**src/rtl/pcs_link_ctrl.sv**
```systemverilog
// Receive-side 1000BASE-X PCS link bring-up controller: comma-align control, sync qualification, link status.
// Optional loss-event statistics are built when PCS_LINK_STATS_EN is defined.
module pcs_link_ctrl #(
  parameter int unsigned LINK_TIMER     = 8,
  parameter int unsigned RESYNC_TIMEOUT = 16,
  parameter int unsigned RETRY_MAX      = 3
) (
  input  logic       clk,
  input  logic       reset,
  input  logic       enable,
  input  logic       sync_status,
  input  logic       clear_cnt,
  output logic       align_en,
  output logic       realign,
  output logic       link_ok,
  output logic       link_fail,
  output logic [7:0] loss_count,
  output logic [2:0] state_o
);

  typedef enum logic [2:0] {
    S_IDLE    = 3'd0,
    S_SEARCH  = 3'd1,
    S_VERIFY  = 3'd2,
    S_LINK_UP = 3'd3,
    S_FAIL    = 3'd4
  } state_t;

  localparam logic [15:0] LINK_LAST   = 16'(LINK_TIMER - 1);
  localparam logic [15:0] RESYNC_LAST = 16'(RESYNC_TIMEOUT - 1);
  localparam logic [7:0]  RETRY_LAST  = 8'(RETRY_MAX - 1);

  state_t      state_q, state_d;
  logic [15:0] timer_q, timer_d;
  logic [7:0]  retries_q, retries_d;
  logic        align_en_q, realign_q, link_ok_q, link_fail_q;
  logic        realign_d;
  logic        loss_inc;

  always_comb begin
    state_d   = state_q;
    timer_d   = timer_q;
    retries_d = retries_q;
    realign_d = 1'b0;
    loss_inc  = 1'b0;
    if (!enable) begin
      state_d   = S_IDLE;
      timer_d   = '0;
      retries_d = '0;
    end else begin
      case (state_q)
        S_IDLE: begin
          state_d   = S_SEARCH;
          timer_d   = '0;
          retries_d = '0;
        end
        S_SEARCH: begin
          // A coincident sync always beats the timeout.
          if (sync_status) begin
            state_d = S_VERIFY;
            timer_d = '0;
          end else if (timer_q == RESYNC_LAST) begin
            if (retries_q == RETRY_LAST) begin
              state_d = S_FAIL;
              timer_d = '0;
            end else begin
              retries_d = retries_q + 8'd1;
              timer_d   = '0;
              realign_d = 1'b1;
            end
          end else begin
            timer_d = timer_q + 16'd1;
          end
        end
        S_VERIFY: begin
          if (!sync_status) begin
            state_d = S_SEARCH;
            timer_d = '0;
          end else if (timer_q == LINK_LAST) begin
            state_d   = S_LINK_UP;
            retries_d = '0;
          end else begin
            timer_d = timer_q + 16'd1;
          end
        end
        S_LINK_UP: begin
          if (!sync_status) begin
            state_d  = S_SEARCH;
            timer_d  = '0;
            loss_inc = 1'b1;
          end
        end
        S_FAIL: begin
          state_d = S_FAIL;
        end
        default: begin
          state_d   = S_IDLE;
          timer_d   = '0;
          retries_d = '0;
        end
      endcase
    end
  end

  // Outputs are decoded from the next state so they describe the state entered at this edge.
  always_ff @(posedge clk or posedge reset) begin
    if (reset) begin
      state_q     <= S_IDLE;
      timer_q     <= '0;
      retries_q   <= '0;
      align_en_q  <= 1'b0;
      realign_q   <= 1'b0;
      link_ok_q   <= 1'b0;
      link_fail_q <= 1'b0;
    end else begin
      state_q     <= state_d;
      timer_q     <= timer_d;
      retries_q   <= retries_d;
      align_en_q  <= (state_d == S_SEARCH);
      realign_q   <= realign_d;
      link_ok_q   <= (state_d == S_LINK_UP);
      link_fail_q <= (state_d == S_FAIL);
    end
  end

`ifdef PCS_LINK_STATS_EN
  logic [7:0] loss_q, loss_d;

  always_comb begin
    loss_d = loss_q;
    if (clear_cnt) begin
      loss_d = '0;
    end else if (loss_inc && (loss_q != 8'hff)) begin
      loss_d = loss_q + 8'd1;
    end
  end

  always_ff @(posedge clk or posedge reset) begin
    if (reset) begin
      loss_q <= '0;
    end else begin
      loss_q <= loss_d;
    end
  end

  assign loss_count = loss_q;
`else
  logic unused_stats;
  assign unused_stats = clear_cnt & loss_inc;
  assign loss_count   = 8'd0;
`endif

  assign align_en  = align_en_q;
  assign realign   = realign_q;
  assign link_ok   = link_ok_q;
  assign link_fail = link_fail_q;
  assign state_o   = state_q;

endmodule
```
**config.mk**
```make
export PLATFORM = sky130hd
export DESIGN_NAME = pcs_link_ctrl
export DESIGN_NICKNAME = d
export VERILOG_FILES = /design/src/rtl/pcs_link_ctrl.sv
export SDC_FILE = /design/constraint.sdc
export NUM_CORES = 1
export LEC_CHECK = 0
export CAP_MARGIN = 0
export CELL_PAD_IN_SITES_DETAIL_PLACEMENT = 0
export CELL_PAD_IN_SITES_GLOBAL_PLACEMENT = 1
export CORE_MARGIN = 1
export CORE_UTILIZATION = 46
export DETAILED_ROUTE_END_ITERATION = 6
export HOLD_SLACK_MARGIN = 0.03
export PLACE_DENSITY_LB_ADDON = 0.1
export SYNTH_ARGS = -nofsm -noshare
export SYNTH_HDL_FRONTEND = slang
export SYNTH_SLANG_ARGS = --single-unit
```
**constraint.sdc**
```tcl
create_clock -name clk -period 3.6 [get_ports clk]
set_input_delay 0.54 -clock clk [delete_from_list [all_inputs] [get_ports clk]]
set_output_delay 0.54 -clock clk [all_outputs]
set_load 0.005 [all_outputs]
```
==> Flow_metrics.wiki, run 1 <==
{| class="wikitable"
! Metric !! Value
|-
| Hold-fix buffers at CTS || 0
|-
| Number of standard-cell rows in the floorplan || 22
|-
| Number of failing hold endpoints at the final stage || 0
|-
| Hold path endpoint || timer_q[1]$_DFFE_PP0P_
|-
| Antenna violations before repair || 0
|-
| Standard cell core area || 3800 um2
|-
| WP depth || 5
|-
| Sw Pwr || 0.153 mW
|-
| Fillcell total || 349
|-
| Critical path endpoint category || flip-flop
|-
| Xor/xnor cell area share of the yosys netlist || 0.0139
|-
| Number of routed nets with antenna violations || 0
|-
| Area share of the leading cell type in the synthesized netlist || 0.411
|-
| Die Area || 4360 um2
|-
| Relative max-transition margin || 0.489
|-
| Overflow left after global routing || 0
|-
| Adder and majority gate portion of the synthesized area || 0.0199
|-
| Die W || 66.0 um
|-
| Final Max Tran Viols || 0
|-
| Clock latency on the worst-skew pair || 280 ps
|-
| Total wirelength of the detailed-routed design || 3990 um
|-
| CTS HTree Levels || 2
|-
| Post-Route Hold Slack || 522 ps
|-
| Dominant synthesized flop cell || sky130_fd_sc_hd__dfrtp_1
|-
| Per-cell routed wire length || 15.4 um
|-
| Slew @ Worst Pin || 765 ps
|-
| R2R depth || 5
|-
| Number of vias per cell || 6.10
|-
| Top library cells by usage in the layout, fill and taps aside || sky130_fd_sc_hd__dfrtp_1 (31), sky130_fd_sc_hd__a21oi_1 (18), sky130_fd_sc_hd__nand2_1 (14)
|-
| Largest voltage drop on the vdd net || 240 uV
|-
| Top cell type by total area after synthesis || sky130_fd_sc_hd__dfrtp_1
|-
| Buffers and inverters on the worst path || 0
|-
| Die Y-Extent || 66.0 um
|-
| Static Leak || 0.829 nW
|-
| Chain of cells forming the critical path || or4_4 -> nor4_4 -> nand2_4 -> a21oi_1 -> mux2_2
|-
| Synth area leaders || sky130_fd_sc_hd__dfrtp_1 (41%), sky130_fd_sc_hd__a21oi_1 (4.8%), sky130_fd_sc_hd__or4_1 (4.4%)
|-
| Maximum clock frequency || 401 MHz
|-
| Worst reg2reg startpoint || timer_q[11]$_DFFE_PP0P_
|-
| Switching share of power || 0.234
|-
| Worst reg2reg path endpoint || retries_q[1]$_DFFE_PP0P_
|-
| Pre-CTS setup slack || 968 ps
|-
| Comb pwr share || 0.079
|-
| Required time reported for the critical path endpoint || 3770 ps
|-
| Area of all placed cells without fillers || 2060 um2
|-
| Layout net count || 221
|-
| Via count of the first global-routing pass || 1547
|-
| Startpoint of the most critical hold path || timer_q[1]$_DFFE_PP0P_
|-
| Number of clock sinks || 31
|-
| Post-synthesis cell count || 204
|-
| Clock power share || 0.373
|-
| Port Buf Inserts || 10
|-
| Unique cell type count in the Yosys netlist || 47
|-
| Setup Skew || 5.08 ps
|-
| Overall via count from detail_route || 1587
|-
| Hpwl dp || 2810 um
|-
| Post-synthesis register bit count || 31
|-
| Cell-internal power || 0.499 mW
|-
| Path class of the lowest-slack min-delay path || reg2reg
|-
| Run status || finished, final reports clean
|-
| Type of the worst setup path || reg2reg
|-
| Cell family with the largest share of critical-path delay || simple AND/OR/NAND/NOR gates
|-
| Final Cycle Share || 0.693
|-
| Proportion of layout cells with a drive suffix above 1 || 0.0849
|-
| Post-CTS setup buffers || 0
|-
| Power density of the placed cells || 316 nW/um2
|-
| Complex-gate fraction of the synthesized area || 0.199
|-
| Yosys synthesis warning count || 0
|-
| Count of flip-flops with a built-in enable after synthesis || 0
|-
| Netlist area before placement || 1890 um2
|-
| All-Layer GR Usage || 0.213
|-
| Main combinational cell family by area after synthesis || simple AND/OR/NAND/NOR gates
|-
| Layout overhead on the synthesized area || 9.42%
|-
| Master cell of the clock root buffer || sky130_fd_sc_hd__clkbuf_8
|-
| Clock transition at the registers of the reported paths || 60 ps
|-
| Initial Util || 0.497
|-
| Synthesized area divided by synthesized cell count || 9.25 um2
|-
| Count of unresolved DRC violations after routing || 0
|-
| Basic-gate share of the synthesized area counting and, or, nand and nor cells || 0.267
|-
| Antenna cells || 0
|-
| Post-route worst setup slack || 1110 ps
|-
| Clock tree from TritonCTS || done
|-
| Data arrival time of the worst path || 2660 ps
|-
| Count of instances resized after the clock tree is built || 0
|-
| Startpoint kind of the worst setup timing path || flip-flop
|-
| Fraction of synthesized area in multiplexers || 0.0219
|-
| Sequential cell fraction of total power || 0.548
|-
| Final period demand of the worst path || 2490 ps
|-
| Largest incremental delay on the critical path || 580 ps
|-
| Slowest CP cell || sky130_fd_sc_hd__or4_4
|-
| Setup-violating endpoint count in the final report || 0
|-
| Pin count of the biggest net entering global routing || 32
|-
| Hold-critical path depth || 2
|-
| Inserted Clock Buffers || 5
|-
| Iteration-0 DRC count of the detailed router || 79
|-
| Detailed-router iteration count before antenna repair || 4
|-
| Setup repair after global routing missed its margin || false
|-
| Leading cell type in the layout, fill and taps excluded || sky130_fd_sc_hd__dfrtp_1
|-
| Share of synthesized area occupied by flip-flops and latches || 0.411
|-
| Global-route wire length before repair || 7040 um
|-
| Post-Route Utilization || 0.543
|-
| Accumulated negative setup slack || 0 ps
|-
| Longest Clk Path Bufs || 2
|-
| Area of placed instances || 1990 um2
|-
| Worst-case register-to-register setup slack || 1110 ps
|-
| Number of top-level pins || 20
|-
| FFs w/ async S/R, synth || 1.00
|-
| Crit Path Max Fanout || 8
|-
| Max capacitance violation total || 0
|-
| Placer congestion estimate || 0.836
|}
## registers in the layout (all words and copies together), names as in the netlist
| signal | flops |
|---|---|
| align_en | 1 |
| link_fail | 1 |
| link_ok | 1 |
| realign | 1 |
| retries_q | 8 |
| state_o | 3 |
| timer_q | 16 |
## worst max path at each step
stage,from,end,slack (ps)
detailed placement,sync_status,retries_q[1]$_DFFE_PP0P_,970
global placement,sync_status,retries_q[1]$_DFFE_PP0P_,1020
global route,timer_q[11]$_DFFE_PP0P_,retries_q[1]$_DFFE_PP0P_,950
finish,timer_q[11]$_DFFE_PP0P_,retries_q[1]$_DFFE_PP0P_,1110
CTS,timer_q[11]$_DFFE_PP0P_,retries_q[1]$_DFFE_PP0P_,1120
floorplan,timer_q[11]$_DFFE_PP0P_,retries_q[1]$_DFFE_PP0P_,1370
## cell usage after synthesis, types with 2 or more instances
cell type	number
sky130_fd_sc_hd__dfrtp_1	31
sky130_fd_sc_hd__a21oi_1	18
sky130_fd_sc_hd__nand2_1	14
sky130_fd_sc_hd__nor2_1	13
sky130_fd_sc_hd__or4_1	11
sky130_fd_sc_hd__o31ai_1	10
sky130_fd_sc_hd__o21ai_0	9
sky130_fd_sc_hd__buf_4	8
sky130_fd_sc_hd__clkbuf_1	7
sky130_fd_sc_hd__inv_1	7
sky130_fd_sc_hd__nand3_1	7
sky130_fd_sc_hd__nand4_1	7
sky130_fd_sc_hd__and3_1	4
sky130_fd_sc_hd__nor2b_1	4
sky130_fd_sc_hd__nor3_1	4
sky130_fd_sc_hd__nor4_1	4
sky130_fd_sc_hd__ha_1	3
sky130_fd_sc_hd__mux2i_1	3
sky130_fd_sc_hd__xor2_1	3
sky130_fd_sc_hd__a211oi_1	2
sky130_fd_sc_hd__a21o_1	2
sky130_fd_sc_hd__and3b_1	2
sky130_fd_sc_hd__buf_2	2
sky130_fd_sc_hd__nor3b_1	2
sky130_fd_sc_hd__o21ai_1	2
sky130_fd_sc_hd__o21bai_1	2
sky130_fd_sc_hd__or3_1	2
sky130_fd_sc_hd__or4_4	2
## tightest hold or removal path, stage by stage, from the launching register on
cell,delay [ps]
sky130_fd_sc_hd__dfrtp_1,370
sky130_fd_sc_hd__nand2_1,50
sky130_fd_sc_hd__o21ai_0,60
## cells by family after synthesis
family	Yosys count
buf+inv	24
flops	31
fa+ha+maj	3
mux	4
xor+xnor	3
compound gates	54
other cells	1
simple gates	84
## metrics by stage
step,cells,total power [mW]
final,260,0.652
after global routing,260,0.686
after CTS,260,0.662
after detailed placement,254,0.415
after global placement,254,0.413
after floorplan,211,0.402
## layout make-up
class                   instances  area, um2  share of cell area
multi-input cells             156       1010               0.492
flip-flops and latches         31        776               0.376
repair buffers                 12        115              0.0558
clock buffers                   6       72.6              0.0352
well taps                      48       60.1              0.0291
inverters                       7       26.3              0.0127
## metal layers
| metal | track usage | routed length [um] | vias up |
|---|---|---|---|
| li1 | - | - | 762 |
| met1 | 0.245 | 1790 | 779 |
| met4 | 0.0904 | 82 | 0 |
| met3 | 0.0517 | 122 | 12 |
| met2 | 0.374 | 2000 | 34 |
| met5 | 0 | 0 | - |
## power groups by stage
stage                     Combinational, mW  Sequential (mW)  Clock, mW
final                                0.0517            0.357      0.243
after global routing                 0.0583            0.357      0.270
after CTS                            0.0519            0.357      0.253
after detailed placement             0.0518            0.363          0
after global placement               0.0499            0.363          0
after floorplan                      0.0403            0.361          0
No activity file was read; power rests on OpenSTA's default activity.
==> run 2: changes to the inputs <==
- CORE_UTILIZATION: 46 -> 43
- clock period: 3.6 -> 2.3 ns (I/O delays scaled with it)
==> Flow_metrics.wiki, run 2 (synthesized netlist as in run 1, its figures left out) <==
{| class="wikitable"
! Metric !! Value
|-
| Power density of the placed cells || 468 nW/um2 (+48%)
|-
| Register ranked first by flip-flop count || timer_q
|-
| Pre-CTS setup slack || 95.3 ps (-872 ps)
|-
| CTS HTree Levels || 2 (unchanged)
|-
| Longest Clk Path Bufs || 2 (unchanged)
|-
| Critical path endpoint category || flip-flop
|-
| Slew @ Worst Pin || 597 ps (-168 ps)
|-
| Relative max-transition margin || 0.599 (+0.110)
|-
| Detailed-router iteration count before antenna repair || 4 (unchanged)
|-
| Total power of the final layout || 1.03 mW (+58%)
|-
| Accumulated negative setup slack || 0 ps (unchanged)
|-
| Leading cell type in the layout, fill and taps excluded || sky130_fd_sc_hd__dfrtp_1
|-
| Pin count of the biggest net entering global routing || 32 (unchanged)
|-
| Area of placed instances || 2100 um2 (+5.7%)
|-
| Clock transition at the registers of the reported paths || 60 ps (about the same)
|-
| Chain of cells forming the critical path || or4_4 -> nor4_4 -> buf_4 -> o32a_2 -> nor4_1 -> a211o_1
|-
| Largest voltage drop on the vdd net || 324 uV (+35%)
|-
| Total instance count after detailed placement || 269 (+5.9%)
|-
| Standard cell core area || 4120 um2 (+8.3%)
|-
| Crit Path Max Fanout || 6 (-2)
|-
| Number of clock sinks || 31 (unchanged)
|-
| Required time reported for the critical path endpoint || 2460 ps (-1310 ps)
|-
| Maximum clock frequency || 454 MHz (+13%)
|-
| Port Buf Inserts || 10 (unchanged)
|-
| Max capacitance violation total || 0 (unchanged)
|-
| Largest incremental delay on the critical path || 560 ps (-20 ps)
|-
| Top library cells by usage in the layout, fill and taps aside || sky130_fd_sc_hd__dfrtp_1 (31), sky130_fd_sc_hd__a21oi_1 (18), sky130_fd_sc_hd__buf_4 (16)
|-
| Hpwl dp || 2880 um (+2.5%)
|-
| Die Area || 4660 um2 (+6.8%)
|-
| Number of standard-cell rows in the floorplan || 23 (+4.5%)
|-
| Initial Util || 0.458 (-0.0382)
|-
| Total wirelength of the detailed-routed design || 4060 um (+1.8%)
|-
| Setup repair after global routing missed its margin || false
|-
| Buffers and inverters on the worst path || 1 (+1)
|-
| Number of top-level pins || 20 (unchanged)
|-
| Global-route wire length before repair || 7150 um (+1.6%)
|-
| Data arrival time of the worst path || 2370 ps (-290 ps)
|-
| Layout overhead on the synthesized area || 16.8%
|-
| All-Layer GR Usage || 0.205 (-0.00758)
|-
| Antenna cells || 0 (unchanged)
|-
| Number of standard cells in the final layout excluding fillers || 277 (+6.5%)
|-
| R2R depth || 6 (+1)
|-
| Proportion of layout cells with a drive suffix above 1 || 0.154 (+0.0693)
|-
| Cell family with the largest share of critical-path delay || simple AND/OR/NAND/NOR gates
|-
| Type of the worst setup path || reg2reg
|-
| Fillcell total || 375 (+7.4%)
|-
| Startpoint kind of the worst setup timing path || flip-flop
|-
| Path class of the lowest-slack min-delay path || in2async
|-
| Iteration-0 DRC count of the detailed router || 98 (+24%)
|-
| Worst-case register-to-register setup slack || 100 ps (-1010 ps)
|-
| Area of all placed cells without fillers || 2200 um2 (+6.7%)
|-
| Static Leak || 0.913 nW (+10%)
|-
| Number of routed nets with antenna violations || 0 (unchanged)
|-
| Overflow left after global routing || 0 (unchanged)
|-
| Worst reg2reg startpoint || timer_q[15]$_DFFE_PP0P_
|-
| Worst reg2reg path endpoint || timer_q[4]$_DFFE_PP0P_
|-
| Hold-fix buffers at CTS || 0 (unchanged)
|-
| Placer congestion estimate || 0.834 (-0.20%)
|-
| Post-route worst setup slack || 95.3 ps (-1010 ps)
|-
| Setup Skew || 9.29 ps (+4.22 ps)
|-
| Via count of the first global-routing pass || 1536 (-0.71%)
|-
| Final Max Tran Viols || 0 (unchanged)
|-
| Number of failing hold endpoints at the final stage || 0 (unchanged)
|-
| Post-Route Utilization || 0.535 (-0.00806)
|-
| Layout net count || 236 (+6.8%)
|-
| Die W || 68.2 um (+3.3%)
|-
| Antenna violations before repair || 0 (unchanged)
|-
| Die Y-Extent || 68.2 um (+3.3%)
|-
| Run status || finished, final reports clean
|-
| Inserted Clock Buffers || 5 (unchanged)
|-
| Per-cell routed wire length || 14.7 um (-4.4%)
|-
| Post-Route Hold Slack || 454 ps (-67.4 ps)
|-
| Number of vias per cell || 5.86 (-4.0%)
|-
| Clock tree from TritonCTS || done
|-
| Final period demand of the worst path || 2200 ps (-290 ps)
|-
| Number of flip-flops under the largest register name || 16 (unchanged)
|-
| Master cell of the clock root buffer || sky130_fd_sc_hd__clkbuf_8
|-
| Final Cycle Share || 0.959 (+0.266)
|-
| Setup-violating endpoint count in the final report || 0 (unchanged)
|-
| Overall via count from detail_route || 1623 (+2.3%)
|-
| Slowest CP cell || sky130_fd_sc_hd__or4_4
|-
| Clock latency on the worst-skew pair || 270 ps (about the same)
|-
| Count of unresolved DRC violations after routing || 0 (unchanged)
|}
run 2: cell count changes in the layout (fill, tap and decap cells not counted), sizes merged:
cell,before,now
buf,2,17
run 2: metal layers:
metal / track usage / up-vias / wire, um
met5: 0 / - / 0
met4: 0.0599 / 0 / 37
met3: 0.0500 / 4 / 99
met2: 0.352 / 21 / 2000
met1: 0.253 / 805 / 1930
li1: - / 793 / -
run 2: where the power goes:
part           switching, mW  internal [mW]  total [mW]  leakage, nW
sequential           0.00765          0.551       0.559        0.429
clock                  0.184          0.201       0.385       0.0371
combinational         0.0519         0.0350      0.0869        0.447
run 2: worst max-delay path by stage:
stage,to,depth (start not counted),slack (ps),startpoint
after floorplan,retries_q[1]$_DFFE_PP0P_,5,70,timer_q[11]$_DFFE_PP0P_
final,timer_q[4]$_DFFE_PP0P_,6,100,timer_q[15]$_DFFE_PP0P_
after CTS,retries_q[1]$_DFFE_PP0P_,5,70,timer_q[12]$_DFFE_PP0P_
after global routing,retries_q[1]$_DFFE_PP0P_,5,4,timer_q[15]$_DFFE_PP0P_
after detailed placement,retries_q[1]$_DFFE_PP0P_,5,100,timer_q[12]$_DFFE_PP0P_
after global placement,retries_q[1]$_DFFE_PP0P_,5,110,timer_q[12]$_DFFE_PP0P_
run 2: area by class of cell:
| type | count | area (um2) | share of cell area |
|---|---|---|---|
| Clock buffer | 6 | 72.6 | 0.0329 |
| Inverter | 7 | 26.3 | 0.0119 |
| Sequential cell | 31 | 776 | 0.352 |
| Timing Repair Buffer | 27 | 240 | 0.109 |
| Multi-Input combinational cell | 156 | 1030 | 0.466 |
| Tap cell | 50 | 62.6 | 0.0284 |
run 2: what timing repair did:
item	CTS	global route
gates resized for setup	0	2
buffers inserted	0	2
setup endpoints to repair	0	4
run 2: tightest hold or removal path, cell delays in order:
cell	delay (ps)
sky130_fd_sc_hd__clkdlybuf4s50_1	400
sky130_fd_sc_hd__inv_1	50
sky130_fd_sc_hd__buf_4	350
==> run 3: changes to the inputs <==
--- a/config.mk
+++ b/config.mk
@@ -12,2 +12,3 @@
 export CORE_UTILIZATION = 43
+export CTS_BUF_LIST = sky130_fd_sc_hd__clkbuf_16
 export DETAILED_ROUTE_END_ITERATION = 6
==> constraint.sdc (replaced) <==
create_clock -name clk -period 2.3 [get_ports clk]
set_input_delay 0.23 -clock clk [delete_from_list [all_inputs] [get_ports clk]]
set_output_delay 0.23 -clock clk [all_outputs]
set_load 0.005 [all_outputs]
==> Flow_metrics.wiki, run 3 (synthesized netlist as in run 1, its figures left out) <==
{| class="wikitable"
! Metric !! Value
|-
| Type of the worst setup path || reg2reg
|-
| Critical path endpoint category || flip-flop
|-
| Clock tree from TritonCTS || done
|-
| Die W || 68.2 um (unchanged)
|-
| Number of routed nets with antenna violations || 0 (unchanged)
|-
| Layout overhead on the synthesized area || 20.5%
|-
| Clock latency on the worst-skew pair || 270 ps (about the same)
|-
| Total wirelength of the detailed-routed design || 4340 um (+6.9%)
|-
| Area of placed instances || 2100 um2 (unchanged)
|-
| R2R depth || 5 (-1)
|-
| Slew @ Worst Pin || 544 ps (-53.1 ps)
|-
| Final period demand of the worst path || 2210 ps (+3.78 ps)
|-
| Worst-case register-to-register setup slack || 90 ps (about the same)
|-
| Sequential cell fraction of total power || 0.449 (-0.093)
|-
| Leading cell type in the layout, fill and taps excluded || sky130_fd_sc_hd__dfrtp_1
|-
| Antenna cells || 0 (unchanged)
|-
| CTS HTree Levels || 2 (unchanged)
|-
| Number of standard-cell rows in the floorplan || 23 (unchanged)
|-
| Port Buf Inserts || 10 (unchanged)
|-
| Top library cells by usage in the layout, fill and taps aside || sky130_fd_sc_hd__dfrtp_1 (31), sky130_fd_sc_hd__a21oi_1 (17), sky130_fd_sc_hd__buf_4 (15)
|-
| Largest voltage drop on the vdd net || 344 uV (+6.2%)
|-
| Max capacitance violation total || 0 (unchanged)
|-
| Run status || finished, final reports clean
|-
| Cell family with the largest share of critical-path delay || simple AND/OR/NAND/NOR gates
|-
| Longest Clk Path Bufs || 2 (unchanged)
|-
| Number of vias per cell || 5.99 (+2.3%)
|-
| Global-route wire length before repair || 7180 um (+0.48%)
|-
| Chain of cells forming the critical path || or4_4 -> nor4_4 -> nand2_4 -> a21oi_2 -> mux2_2
|-
| Startpoint kind of the worst setup timing path || flip-flop
|-
| Hpwl dp || 3050 um (+6.1%)
|-
| Final Max Tran Viols || 0 (unchanged)
|-
| Antenna violations before repair || 0 (unchanged)
|-
| Proportion of layout cells with a drive suffix above 1 || 0.168 (+0.0140)
|-
| Crit Path Max Fanout || 4 (-2)
|-
| Standard cell core area || 4120 um2 (unchanged)
|-
| Comb pwr share || 0.071 (-0.013)
|-
| Sw Pwr || 0.275 mW (+13%)
|-
| Hold-fix buffers at CTS || 0 (unchanged)
|-
| Die Y-Extent || 68.2 um (unchanged)
|-
| Number of clock sinks || 31 (unchanged)
|-
| All-Layer GR Usage || 0.210 (+0.00491)
|-
| Initial Util || 0.458 (unchanged)
|-
| Number of failing hold endpoints at the final stage || 0 (unchanged)
|-
| Number of top-level pins || 20 (unchanged)
|-
| Placer congestion estimate || 0.844 (+1.2%)
|-
| Register ranked first by flip-flop count || timer_q
|-
| Master cell of the clock root buffer || sky130_fd_sc_hd__clkbuf_16
|-
| Static Leak || 0.943 nW (+3.2%)
|-
| Via count of the first global-routing pass || 1607 (+4.6%)
|-
| Post-Route Hold Slack || 252 ps (-202 ps)
|-
| Switching share of power || 0.220 (-0.0154)
|-
| Overall via count from detail_route || 1654 (+1.9%)
|-
| Final Cycle Share || 0.960 (+0.00164)
|-
| Per-cell routed wire length || 15.7 um (+7.3%)
|-
| Relative max-transition margin || 0.635 (+0.0356)
|-
| Setup Skew || 4.92 ps (-4.37 ps)
|-
| Worst reg2reg startpoint || timer_q[15]$_DFFE_PP0P_
|-
| Cell-internal power || 0.971 mW (+23%)
|-
| Clock transition at the registers of the reported paths || 50 ps (about the same)
|-
| Pin count of the biggest net entering global routing || 32 (unchanged)
|-
| Count of unresolved DRC violations after routing || 0 (unchanged)
|-
| Area of all placed cells without fillers || 2270 um2 (+3.2%)
|-
| Die Area || 4660 um2 (unchanged)
|-
| Setup-violating endpoint count in the final report || 0 (unchanged)
|-
| Slowest CP cell || sky130_fd_sc_hd__or4_4
|-
| Number of flip-flops under the largest register name || 16 (unchanged)
|-
| Detailed-router iteration count before antenna repair || 4 (unchanged)
|-
| Largest incremental delay on the critical path || 560 ps (about the same)
|-
| Power density of the placed cells || 548 nW/um2 (+17%)
|-
| Iteration-0 DRC count of the detailed router || 183 (+87%)
|-
| Path class of the lowest-slack min-delay path || in2async
|-
| Buffers and inverters on the worst path || 0 (-1)
|-
| Clock power share || 0.480 (+0.107)
|-
| Required time reported for the critical path endpoint || 2450 ps (about the same)
|-
| Inserted Clock Buffers || 5 (unchanged)
|-
| Worst reg2reg path endpoint || retries_q[1]$_DFFE_PP0P_
|-
| Overflow left after global routing || 0 (unchanged)
|-
| Layout net count || 235 (-0.42%)
|-
| Maximum clock frequency || 453 MHz (-0.17%)
|-
| Data arrival time of the worst path || 2360 ps (about the same)
|}
==> run 3: how the worst max path moves through the flow <==
stage / from / depth (start not counted) / endpoint / slack (ps)
floorplan: timer_q[11]$_DFFE_PP0P_ / 5 / retries_q[1]$_DFFE_PP0P_ / 70
global placement: timer_q[12]$_DFFE_PP0P_ / 5 / retries_q[1]$_DFFE_PP0P_ / 100
detailed placement: timer_q[12]$_DFFE_PP0P_ / 5 / retries_q[1]$_DFFE_PP0P_ / 40
CTS: timer_q[12]$_DFFE_PP0P_ / 5 / retries_q[1]$_DFFE_PP0P_ / 30
global route: timer_q[12]$_DFFE_PP0P_ / 5 / retries_q[6]$_DFFE_PP0P_ / -30
finish: timer_q[15]$_DFFE_PP0P_ / 5 / retries_q[1]$_DFFE_PP0P_ / 90
==> run 3: final cells by class <==
class	instances	area (um2)
repair buffers	26	233
multi-input cells	156	1050
inverters	7	26.3
fillers	360	1840
clock inverters	1	3.75
clock buffers	5	125
flip-flops and latches	31	776
well taps	50	62.6
==> run 3: worst register-to-register path, stage by stage (launching register included) <==
cell and delay, ps:
sky130_fd_sc_hd__dfrtp_1 410, sky130_fd_sc_hd__or4_4 570, sky130_fd_sc_hd__nor4_4 440, sky130_fd_sc_hd__nand2_4 130, sky130_fd_sc_hd__a21oi_2 210, sky130_fd_sc_hd__mux2_2 350
==> run 3: per-stage QoR <==
step	cells	setup slack [ps]	utilization	TNS [ps]	power (mW)
finish	276	91.5	0.552	0	1.25
global route	276	-27.5	0.552	-27.5	1.29
CTS	275	26.9	0.543	0	1.25
detailed placement	269	41.2	0.511	0	0.656
global placement	269	102	0.511	0	0.653
floorplan	211	65.3	-	0	0.628
==> run 3: routing by layer <==
metal / part of all wire / wire length (um) / up-vias / global-route usage
met5: 0 / 0 / - / 0
met1: 0.42 / 1840 / 809 / 0.243
met4: 0.016 / 70 / 0 / 0.0938
met3: 0.040 / 172 / 9 / 0.0550
li1: - / - / 793 / -
met2: 0.52 / 2270 / 43 / 0.362
==> run 3: power by group through the flow <==
| stage | Clock, mW | Combinational [mW] | Sequential [mW] |
|---|---|---|---|
| floorplan | 0 | 0.0631 | 0.565 |
| global placement | 0 | 0.0849 | 0.568 |
| detailed placement | 0 | 0.0878 | 0.568 |
| CTS | 0.598 | 0.0878 | 0.560 |
| global route | 0.630 | 0.0993 | 0.560 |
| finish | 0.598 | 0.0880 | 0.560 |
==> run 3: timing repair <==
item                       4_1_cts  5_1_grt
resized for setup                0        6
setup endpoints to repair        0        4
buffers inserted                 0        1
